===== config.mk =====
export PLATFORM = sky130hd
export DESIGN_NAME = fix_to_float32
export DESIGN_NICKNAME = d
export VERILOG_FILES = /design/src/rtl/float32_pkg.sv /design/src/rtl/fp_round_rne.sv /design/src/rtl/fix_to_float32.sv
export SDC_FILE = /design/constraint.sdc
export NUM_CORES = 1
export LEC_CHECK = 0
export ABC_CLOCK_PERIOD_IN_PS = 7400
export BUFFER_PORTS_ARGS = -buffer_cell sky130_fd_sc_hd__buf_2
export CORE_ASPECT_RATIO = 1.2
export CORE_MARGIN = 3
export CORE_UTILIZATION = 50
export CTS_CLUSTER_DIAMETER = 80
export DETAILED_ROUTE_END_ITERATION = 8
export PLACE_DENSITY_LB_ADDON = 0.2
export SLEW_MARGIN = 20
export SYNTH_ARGS = -nofsm -noshare
export SYNTH_HDL_FRONTEND = slang
export SYNTH_SLANG_ARGS = --single-unit

===== constraint.sdc =====
create_clock -name clk -period 7.4 [get_ports clk]
set_clock_uncertainty 0.15 [all_clocks]
set_input_delay 2.22 -clock clk [delete_from_list [all_inputs] [get_ports clk]]
set_output_delay 2.22 -clock clk [all_outputs]
set_load 0.02 [all_outputs]

===== src/rtl/float32_pkg.sv =====
// Shared binary32 field widths, converter FSM states and the normalisation step
// used by fix_to_float32.
package float32_pkg;

    localparam int unsigned BIAS  = 127;
    localparam int unsigned EXP_W = 8;
    localparam int unsigned MAN_W = 23;

    typedef enum logic [2:0] {
        IDLE,
        NORM16,
        NORM8,
        NORM4,
        NORM2,
        NORM1,
        RND_OUT
    } state_t;

    typedef struct packed {
        logic [31:0] mag;
        logic [4:0]  shift;
    } norm_t;

    // One binary-search normalisation step: shift left by sh when the top sh bits are clear.
    function automatic norm_t norm_step(input logic [31:0] mag, input logic [4:0] shift,
                                        input logic [4:0] sh);
        norm_t r;
        r.mag   = mag;
        r.shift = shift;
        if ((mag >> (6'd32 - {1'b0, sh})) == 32'd0) begin
            r.mag   = mag << sh;
            r.shift = shift + sh;
        end
        return r;
    endfunction

endpackage


===== src/rtl/fp_round_rne.sv =====
// Round-to-nearest-even on a normalised mantissa; a mantissa carry-out bumps the exponent.
module fp_round_rne
    import float32_pkg::*;
(
    input  logic [MAN_W-1:0] mant,
    input  logic             guard,
    input  logic             sticky,
    input  logic [EXP_W:0]   exp,
    output logic [MAN_W-1:0] rounded_mant,
    output logic [EXP_W:0]   rounded_exp
);

    logic           round_up;
    logic [MAN_W:0] sum;

    // On carry-out the low MAN_W bits of sum are already zero.
    always_comb begin
        round_up     = guard & (sticky | mant[0]);
        sum          = {1'b0, mant} + {{MAN_W{1'b0}}, round_up};
        rounded_mant = sum[MAN_W-1:0];
        rounded_exp  = exp + {{EXP_W{1'b0}}, sum[MAN_W]};
    end

endmodule


===== src/rtl/fix_to_float32.sv =====
// Sequential fixed-point to IEEE-754 binary32 converter: latch, 5-step normalise,
// round-to-nearest-even, then hold the result until the downstream handshake.
module fix_to_float32
    import float32_pkg::*;
#(
    parameter int unsigned FRAC_W = 0,
    parameter bit          SIGNED = 0
) (
    input  logic        clk,
    input  logic        reset,
    input  logic [31:0] in_data,
    input  logic        in_valid,
    output logic        in_ready,
    output logic [31:0] out_data,
    output logic        out_valid,
    input  logic        out_ready
);

    localparam logic [8:0] EXP_TOP = 9'(BIAS + 31 - FRAC_W);

    state_t      state;
    logic        sign;
    logic [31:0] mag;
    logic [4:0]  shift;
    logic        neg;
    logic [4:0]  norm_sh;
    norm_t       step;
    logic [8:0]  exp_pre;
    logic [8:0]  rounded_exp;
    logic [22:0] rounded_mant;

    assign in_ready = (state == IDLE);
    assign neg      = SIGNED && in_data[31];
    assign exp_pre  = EXP_TOP - {4'b0, shift};

    always_comb begin
        norm_sh = 5'd0;
        case (state)
            NORM16:  norm_sh = 5'd16;
            NORM8:   norm_sh = 5'd8;
            NORM4:   norm_sh = 5'd4;
            NORM2:   norm_sh = 5'd2;
            NORM1:   norm_sh = 5'd1;
            default: norm_sh = 5'd0;
        endcase
        step = norm_step(mag, shift, norm_sh);
    end

    fp_round_rne u_round (
        .mant         (mag[30:8]),
        .guard        (mag[7]),
        .sticky       (|mag[6:0]),
        .exp          (exp_pre),
        .rounded_mant (rounded_mant),
        .rounded_exp  (rounded_exp)
    );

    always_ff @(posedge clk or posedge reset) begin
        if (reset) begin
            state     <= IDLE;
            sign      <= 1'b0;
            mag       <= '0;
            shift     <= '0;
            out_data  <= '0;
            out_valid <= 1'b0;
        end else begin
            case (state)
                IDLE: begin
                    if (in_valid) begin
                        sign  <= neg;
                        mag   <= neg ? -in_data : in_data;
                        shift <= '0;
                        state <= NORM16;
                    end
                end
                NORM16: begin mag <= step.mag; shift <= step.shift; state <= NORM8;   end
                NORM8:  begin mag <= step.mag; shift <= step.shift; state <= NORM4;   end
                NORM4:  begin mag <= step.mag; shift <= step.shift; state <= NORM2;   end
                NORM2:  begin mag <= step.mag; shift <= step.shift; state <= NORM1;   end
                NORM1:  begin mag <= step.mag; shift <= step.shift; state <= RND_OUT; end
                RND_OUT: begin
                    // First RND_OUT cycle registers the result; later cycles hold it.
                    if (!out_valid) begin
                        out_data  <= (mag == '0) ? '0 : {sign, rounded_exp[7:0], rounded_mant};
                        out_valid <= 1'b1;
                    end else if (out_ready) begin
                        out_valid <= 1'b0;
                        state     <= IDLE;
                    end
                end
                default: state <= IDLE;
            endcase
        end
    end

    // Exponent stays within 96..159 for every legal FRAC_W, so bit 8 never sets.
    a_exp_range : assert property (@(posedge clk) disable iff (reset)
        (state == RND_OUT && !out_valid && mag != '0) |-> !rounded_exp[8]);

endmodule


Word level (Yosys, flattened, before mapping)
Index checks and enable logic that the tools add are counted.
{"block": "op_classes", "addsub": 5, "mul": 0, "n_div": 0, "n_lt_le_gt_ge": 0, "eq_ne": 10, "shifts": 2, "n_mux": 13, "n_bitwise": 3, "n_reduce_logical": 9}
{"operator": "logical NOT 32 bit", "n": 2}
{"operator": "one-hot mux 32 bit (2 select lines)", "n": 1}
{"operator": "2-to-1 mux 37 bit", "n": 1}
{"operator": "2-to-1 mux 32 bit", "n": 1}
{"operator": "<< shifter 32 x 5 -> 32 bit", "n": 1}
{"operator": ">> shifter 32 x 6 -> 32 bit", "n": 1}
{"operator": "2-to-1 mux 31 bit", "n": 1}
{"operator": "one-hot mux 5 bit (5 select lines)", "n": 1}
{"operator": "adder 23 x 1 -> 24 bit", "n": 1}
{"operator": "one-hot mux 3 bit (7 select lines)", "n": 1}
{"operator": "one-hot mux 5 bit (2 select lines)", "n": 1}
{"operator": "== test 3 bit, second input constant", "n": 3}
{"operator": "2-to-1 mux 3 bit", "n": 3}
{"operator": "adder 8 x 1 -> 8 bit", "n": 1}
{"operator": "subtractor 8 x 5 -> 8 bit, first input constant", "n": 1}
{"operator": "OR reduction 7 bit", "n": 1}
{"operator": "== test 3 x 2 -> 1 bit, second input constant", "n": 2}
{"operator": "inequality test 2 bit, second input constant", "n": 3}
{"operator": "AND reduction 3 bit", "n": 2}
{"operator": "subtractor 6 x 5 -> 6 bit, first input constant", "n": 1}
{"operator": "adder 5 bit", "n": 1}
{"operator": "2-to-1 mux 5 bit", "n": 1}
{"operator": "OR reduction 5 bit", "n": 1}
{"operator": "== test 3 x 1 -> 1 bit, second input constant", "n": 1}
{"operator": "8 further kinds", "n": 9}
{"block": "totals", "reg_bits": 73, "latch_bits": 0, "ramBits": 0, "mem_bits_ro": 0, "input_bits": 36, "out_inout_bits": 34, "elab_cells": 47, "mem_count": 0}

Depth between registers and ports, before layout
Gate-level depths: netlist (run 1).
{"block": "depth", "word_depth": 7, "depth_mapped": 15, "depth_no_buf": 11}

By module
Synthesis (run 1) repeated with hierarchy kept, for this count alone.
{"block": "unflattened", "cells_unflattened": 783, "hier_area_um2": 6311.1}
{"module": "fix_to_float32", "instances": 1, "cells_each": 700, "area_per_inst_um2": 5716.7, "seq_area_each_um2": 1801.7}
{"module": "fp_round_rne", "instances": 1, "cells_each": 83, "area_per_inst_um2": 594.3, "seq_area_each_um2": 0.0}

Worst setup path before layout (run 1)
No wires, ideal clock.
{"block": "synth_path", "kind": "flip-flop to flip-flop", "from": "register state[1]", "to": "register mag[10]", "setup_ps": 125, "arrival_ps": 3602, "required_time_ps": 7125, "slack_ps": 3523, "path_stages_with_launch": 15, "n_path_buf": 5, "synth_period_minus_slack_ps": 3877, "path_cell_list": "dfrtp_1 > and3b_1 > buf_6 > inv_2 > buf_2 > ha_1 > clkbuf_1 > buf_2 > mux4_2 > a31oi_1 > nand4_1 > o41a_1 > a21oi_4 > buf_6 > mux2_4"}
{"block": "synth_between", "elab_chain_cells": 7, "word_cells_on_any_way": 18, "classes_between": "add/sub (1); eq/ne (7); shift (2); mux (3); reduce/logical (5)"}
{"element": "from (decl)", "line_no": "fix_to_float32.sv:21", "source": "state_t state;"}
{"element": "from (signal assigned)", "line_no": "fix_to_float32.sv:60", "source": "state <= IDLE;"}
{"element": "from (signal assigned)", "line_no": "fix_to_float32.sv:73", "source": "state <= NORM16;"}
{"element": "from (signal assigned)", "line_no": "fix_to_float32.sv:76", "source": "NORM16: begin mag <= step.mag; shift <= step.shift; state <= NORM8; end"}
{"element": "== test 3 bit (tied with other cells)", "line_no": "fix_to_float32.sv:38, fix_to_float32.sv:67"}
{"element": "one-hot mux 5 bit (5 select lines)", "line_no": "fix_to_float32.sv:38", "source": "case (state)"}
{"element": "subtractor 6 x 5 -> 6 bit", "line_no": "float32_pkg.sv:30", "source": "if ((mag >> (6'd32 - {1'b0, sh})) == 32'd0) begin"}
{"element": ">> shifter 32 x 6 -> 32 bit", "line_no": "float32_pkg.sv:30"}
{"element": "logical NOT 32 bit", "line_no": "float32_pkg.sv:30"}
{"element": "inequality test 2 x 1 -> 1 bit (no line)"}
{"element": "AND reduction 3 bit (no line)"}
{"element": "to (signal assigned)", "line_no": "fix_to_float32.sv:71", "source": "mag <= neg ? -in_data : in_data;"}
{"element": "to (decl)", "line_no": "fix_to_float32.sv:23", "source": "logic [31:0] mag;"}
Several ways; a longest one is shown, not always the timed one. The select of a mux whose other input is x is not followed.
A chain may end at the register's enable or synchronous reset.

Final worst setup path (run 1)
{"block": "layout_path", "from": "register state[2]", "to": "register mag[12]"}
The elaborated chain is that of the path after synthesis.

==> out/qor.yml, run 1 <==
run_status: "finished, final reports clean"
min_path_type: "flip-flop to flip-flop"
holdWs_ns: 0.320
count_of_flip_flops_with_a_built_in_enable_after_synthesis: 0
mostFrequentLayoutCell: "nand2_1"
data_arrival_time_at_the_worst_slack_endpoint_ns: 5.45
die_width_um: 106
drv_cap: 0
ant_nets: 0
gr-usage-met3_pct: 3.92
grt_antenna_before_repair: 0
reg2reg_depth: 10
floorplan.die.height_um: 125
postCtsResizedCells: 0
cts_inserted_buffers: 9
critical_path.n_buffers_inverters: 2
antennaDiodeCount: 0
yosys_warnings: 0
postCtsHoldBufs: 0
starting_density_pct: 51.4
grt_remaining_overflow: 0
worst_path_cell_trace: "and3b_1 -> inv_2 -> ha_2 -> mux4_2 -> a2111oi_0 -> a31o_2 -> o2111ai_1 -> a21oi_4 -> buf_12 -> mux2_4"
clock_tree.buffer_depth: 2
synth_seq_area_share_pct: 30.3
worst_hold_path.num_cells: 2
cts.sinks: 72
synth.cell_area_sq_mm: 0.00595
grt_pass1_wl_mm: 28.9
gr-usage-met2_pct: 44.7
crit_path_end_kind: "flip-flop"
h-tree-depth: 3
max_slew_margin_pct: 26.4
top_usage_layer_grt: "met2"
power_density_mw_per_mm2: 517
crit-reg2reg-launch: "state[2]"
clock_latency_ns: 0.34
synth_nets: 744
highest_fanout_seen_on_the_critical_path: 39
io_buffer_count: 68
worstReg2RegEnd: "mag[12]"
totalNegativeSetupSlack_ns: 0
vias_in_the_first_global_route: 5320
layout-area-overhead-vs-synth_pct: 10.6
vdd_ir_drop_max_mv: 0.203
clock_pin_slew_worst_setup_and_hold_paths_ns: 0.06
avgRoutedWirePerCell_um: 20.6
dieArea_sq_mm: 0.0132
cpPeakStageDelay_ns: 0.83
initialDrtViolationCount: 384
detailedRoute.firstPassIterationCount: 6
route.vias.total: 5496
drive_above_1_share_pct: 21.6
grt.total_usage_pct: 27.5
finalWorstPathRequiredPeriod_ns: 5.37
drt_drc_violations_left: 0
crit_type: "flip-flop to flip-flop"
postSynthCellCount: 699
drv_slew: 0
worst_pin_slew_ns: 1.10
worst_ep_required_time_ns: 7.47
clk_root_buffer_cell: "clkbuf_16"
synth_top_flop_cell: "dfrtp_1"
gp_congestion: 0.904
final_cell_mix: "nand2_1 (84), dfrtp_1 (69), buf_2 (68), nor2_1 (55), o21ai_0 (53)"
maximum_number_of_pins_on_one_net_before_global_route_repair: 81
ys_seq_elements: 72
num-nets-final: 758
fmax_mhz: 186
cts_tree: "done"
timing.critical_path.from_type: "flip-flop"
cts_setup_buffers: 0
timing.critical_path.slowest_stage_cell: "ha_2"
timing.critical_path.from: "state[2]"
core_sq_mm: 0.0116
power.static_leakage_nw: 2.84
synth_area_per_inst_sq_um: 8.51
drt_wl_total_mm: 18.0
setup.worst_path.end: "mag[12]"
fraction_of_the_cycle_the_final_worst_path_needs_pct: 72.6
dp_hpwl_mm: 12.0
rsz_0062_raised_after_global_routing: "no"
final_number_of_setup_violating_endpoints: 0
path_length_in_cells_of_the_critical_path: 10
boundaryPins: 70
cell_rows: 43
synth_async_sr_flop_share_pct: 100
use_met1_pct: 36.4
layout.filler_cells: 1065
yosys.cell_types.count: 67
r2r_setup_slack_ns: 2.03
routed_via_density: 6.28
worst_path_top_cell_family_by_delay: "compound AO/OA/AOI/OAI gates"
final-hold-violation-count: 0
==> where the power goes <==
part	switching, W	internal, W
sequential	0.000361	0.000565
clock	0.000178	0.000313
combinational	0.00112	0.000863
total	0.00166	0.00174
==> worst min-delay path by stage <==
stage                            start            to  slack, ns
after global placement    out_data[30]  out_data[30]       0.31
after CTS                 out_data[29]  out_data[29]       0.32
final                     out_data[14]  out_data[14]       0.32
after floorplan               shift[0]      shift[0]       0.34
after detailed placement  out_data[29]  out_data[29]       0.31
after global routing      out_data[16]  out_data[16]       0.34
==> routing by layer <==
layer	up-vias	share of wire, %
li1	2572	-
met1	2625	43
met2	251	47
met3	48	6.6
met4	0	3.1
met5	-	0
==> synth_stat cells (3+ instances only) <==
master     count  area, sq um
xor2_1        17          149
dfrtp_1       72         1800
mux2_1         3         33.8
nor2_1        55          206
nand4_1       10         62.6
a2111oi_0      4         35.0
nor2b_1        7         43.8
buf_2          5         25.0
a31oi_1        9         56.3
nand2_1       84          315
a221o_1        3         30.0
nor4_1         5         31.3
mux2i_1       28          280
buf_1          8         30.0
o31ai_1        3         22.5
a211o_1        6         52.6
xnor2_1        9         78.8
mux2_4        20          300
a221oi_1      10         87.6
nand3b_1       6         45.0
ha_1           8          100
o211ai_1       3         22.5
and4b_1        3         30.0
nand3_1       15         75.1
nor3_1        21          105
and2_1         4         25.0
inv_1         21         78.8
nand2b_1       8         50.1
a32oi_1        3         26.3
clkbuf_1      53          199
o221ai_1       3         26.3
a211oi_1       9         67.6
a21oi_1       42          210
nand4b_1       4         35.0
mux4_2        12          270
a21o_1         3         22.5
buf_6          4         45.0
o21ai_0       53          265
and3_1         9         56.3
mux2_2        21          236
==> state kept, by name, indices dropped and copies added (netlist names) <==
signal	cells
mag	32
out_data	31
shift	5
state	3
out_valid	1
==> final cells by class <==
type,count,area [sq um],share of cell area (%)
inverter,23,86.3,1.31
multi-input combinational,532,3750,57.0
timing repair buffer,75,405,6.17
clock inverter,5,78.8,1.20
tap,157,196,2.99
clock buffer,11,253,3.84
sequential,72,1810,27.5
==> stage by stage <==
stage	area (sq um)	setup WS, ns	cells	power, W	util, %
after floorplan	5950	3.21	699	0.00237	-
after global placement	6240	1.94	859	0.00284	53.9
after detailed placement	6240	1.79	859	0.00288	53.9
after CTS	6570	1.76	875	0.00338	56.8
after global routing	6570	1.69	875	0.00364	56.8
final	6570	2.03	875	0.00340	56.8
==> tightest hold or removal path, stage by stage, from the launching register on <==
cell     delay, ns
dfrtp_1       0.34
nand2_1       0.04
o21ai_0       0.06
==> cells by family after synthesis <==
group	after synthesis	share of synthesized area, %
buf+inv	95	6.69
fa+ha+maj	9	2.02
xor+xnor	26	3.83
flops	72	30.3
other cells	1	0.0631
simple gates	239	19.2
mux	84	18.9
compound gates	173	19.0
(Power assumes the default switching activity.)
==> inputs of run 2 (changes only) <==
Settings changed: ABC_CLOCK_PERIOD_IN_PS 7400 to 5500.
Clock period 7.4 ns to 5.5 ns, I/O delays scaled along.
==> run 2 against run 1 <==
Utilization is 0.17 points higher. Wire length hardly changed. Design area is 0.30% higher. Hold slack better by 0.0032 ns. Via count is 2.4% higher. Worst setup slack worse by 1.1 ns. Critical endpoint is now mag[26]. Total power is 34% higher. Register-to-register slack worse by 1.1 ns. Combinational power is 36% higher. Die area stayed put. Clock power is 23% higher. Highest routed layer unchanged. Cell count is 0.69% higher.
==> out/qor.yml, run 2 (synthesis results as in run 1) <==
max_slew_margin_pct: 39.2  # +13 points
drt_drc_violations_left: 0  # unchanged
fmax_mhz: 220  # +18%
initialDrtViolationCount: 664  # +73%
antennaDiodeCount: 0  # unchanged
run_status: "finished, final reports clean"
crit_type: "flip-flop to flip-flop"
ant_nets: 0  # unchanged
worst_pin_slew_ns: 0.911  # -0.191 ns
worst_path_cell_trace: "nand2b_1 -> nor2_1 -> inv_1 -> ha_1 -> mux4_2 -> a2111oi_0 -> a31o_2 -> o2111ai_1 -> a21oi_4 -> buf_12 -> mux2_2"
worst_hold_path.num_cells: 2  # unchanged
grt_remaining_overflow: 0  # unchanged
cell_rows: 43  # unchanged
power_density_mw_per_mm2: 689  # +33%
grt_antenna_before_repair: 0  # unchanged
final_cell_mix: "nand2_1 (84), dfrtp_1 (69), buf_2 (68), nor2_1 (55), o21ai_0 (53)"
floorplan.die.height_um: 125  # unchanged
drt_wl_total_mm: 18.0  # about the same
drv_cap: 0  # unchanged
place_area_sq_mm: 0.00628  # +0.72%
num-nets-final: 764  # +0.79%
timing.critical_path.from_type: "flip-flop"
postCtsResizedCells: 0  # unchanged
largest_registers: "mag: 32 flops, out_data: 31 flops, shift: 5 flops"
reg2reg_depth: 11  # +1
dp_hpwl_mm: 12.3  # +2.3%
largest_register_ffs: 32  # unchanged
clock_latency_ns: 0.34  # about the same
drv_slew: 0  # unchanged
finalInstanceArea_sq_mm: 0.00659  # +0.30%
route.vias.total: 5627  # +2.4%
min_path_type: "flip-flop to flip-flop"
power.static_leakage_nw: 2.85  # +0.40%
cts_inserted_buffers: 9  # unchanged
fraction_of_the_cycle_the_final_worst_path_needs_pct: 82.5  # +9.9 points
routed_via_density: 6.39  # +1.7%
worstReg2RegEnd: "mag[26]"
clock_pin_slew_worst_setup_and_hold_paths_ns: 0.06  # about the same
hold_start: "out_data[16]"
grt.total_usage_pct: 27.2  # -0.31 points
layout.filler_cells: 1079  # +1.3%
detailedRoute.firstPassIterationCount: 5  # -1
cts_setup_buffers: 0  # unchanged
clock_tree.buffer_depth: 2  # unchanged
worst_ep_required_time_ns: 5.57  # -1.90 ns
final_number_of_setup_violating_endpoints: 0  # unchanged
postCtsHoldBufs: 0  # unchanged
drive_above_1_share_pct: 22.2  # +0.65 points
clk_root_buffer_cell: "clkbuf_16"
totalNegativeSetupSlack_ns: 0  # unchanged
highest_fanout_seen_on_the_critical_path: 27  # -31%
registers.top_by_ff_count: "mag"
h-tree-depth: 3  # unchanged
gp_congestion: 0.921  # +1.8%
cts_tree: "done"
rsz_0062_raised_after_global_routing: "no"
avgRoutedWirePerCell_um: 20.5  # -0.73%
r2r_setup_slack_ns: 0.96  # -1.07 ns
timing.critical_path.slowest_stage_cell: "ha_1"
data_arrival_time_at_the_worst_slack_endpoint_ns: 4.61  # -0.84 ns
grt_pass1_wl_mm: 28.7  # -0.86%
final-hold-violation-count: 0  # unchanged
boundaryPins: 70  # unchanged
maximum_number_of_pins_on_one_net_before_global_route_repair: 63  # -22%
io_buffer_count: 68  # unchanged
die_width_um: 106  # unchanged
cpPeakStageDelay_ns: 0.62  # -0.21 ns
sink_of_the_worst_hold_path: "out_data[16]"
crit_path_end_kind: "flip-flop"
crit-reg2reg-launch: "state[1]"
dieArea_sq_mm: 0.0132  # unchanged
core_sq_mm: 0.0116  # unchanged
cts.sinks: 72  # unchanged
vias_in_the_first_global_route: 5338  # +0.34%
mostFrequentLayoutCell: "nand2_1"
layout-area-overhead-vs-synth_pct: 10.9
finalWorstPathRequiredPeriod_ns: 4.54  # -0.834 ns
vdd_ir_drop_max_mv: 0.306  # +51%
starting_density_pct: 51.4  # unchanged
## run 2: changes by cell type in the layout (fill, tap and decap cells not counted)
| cell | delta |
|---|---|
| buf_4 | +6 |
| ha_1 | +1 |
| clkinv_2 | -1 |
| ha_2 | -1 |
| nor2b_1 | -1 |
| clkbuf_8 | -1 |
| nor2b_2 | +1 |
| inv_6 | +1 |
| clkinvlp_4 | +2 |
| bufinv_16 | -1 |
## run 2: layout make-up
cell class | instances | area [sq um] | share of cell area (%)
clock buffer | 10 | 239 | 3.62
clock inverter | 6 | 67.6 | 1.02
inverter | 23 | 86.3 | 1.31
multi-input combinational | 532 | 3750 | 56.9
sequential | 72 | 1810 | 27.4
tap | 157 | 196 | 2.98
timing repair buffer | 81 | 450 | 6.83
## run 2: worst max-delay path, delay by kind of cell, from the launching register on
family	cells	cell delay (ns)
and+or+nand+nor	2	0.61
buffers and inverters	2	0.41
DFF	1	0.40
AOI/OAI and AO/OA	4	1.23
adders and majority gates	1	0.62
muxes	2	0.97
## run 2: metrics by stage
step | power [W] | worst slack (ns) | instances | util [%] | hold WS [ns]
3_5_place_dp | 0.00389 | 1.01 | 865 | 54.3 | 0.310
5_1_grt | 0.00484 | 0.655 | 881 | 57.0 | 0.340
6_report | 0.00454 | 0.961 | 881 | 57.0 | 0.323
4_1_cts | 0.00450 | 0.981 | 881 | 57.0 | 0.323
3_3_place_gp | 0.00384 | 1.08 | 865 | 54.3 | 0.304
2_1_floorplan | 0.00319 | 1.62 | 699 | - | 0.344
## run 2: how the worst max path moves through the flow
stage / depth (start not counted) / slack (ns) / startpoint / end
2_1_floorplan: 14 / 1.62 / state[1] / mag[10]
3_3_place_gp: 11 / 1.08 / state[1] / mag[25]
3_5_place_dp: 12 / 1.01 / state[1] / mag[26]
4_1_cts: 12 / 0.98 / state[1] / mag[26]
5_1_grt: 13 / 0.66 / state[1] / mag[25]
6_report: 11 / 0.96 / state[1] / mag[26]
## run 2: routing by layer
layer  GRT usage [%]  share of wire, %
met4            11.7               4.0
met3            3.98               7.7
met5               0                 0
met2            44.0                47
met1            36.3                41
## run 2: where the power goes
part	leakage (nW)	switching (W)	internal (W)	total [W]
Sequential	0.910	0.000489	0.000760	0.00125
Clock	0.145	0.000241	0.000365	0.000606
Combinational	1.79	0.00151	0.00118	0.00269
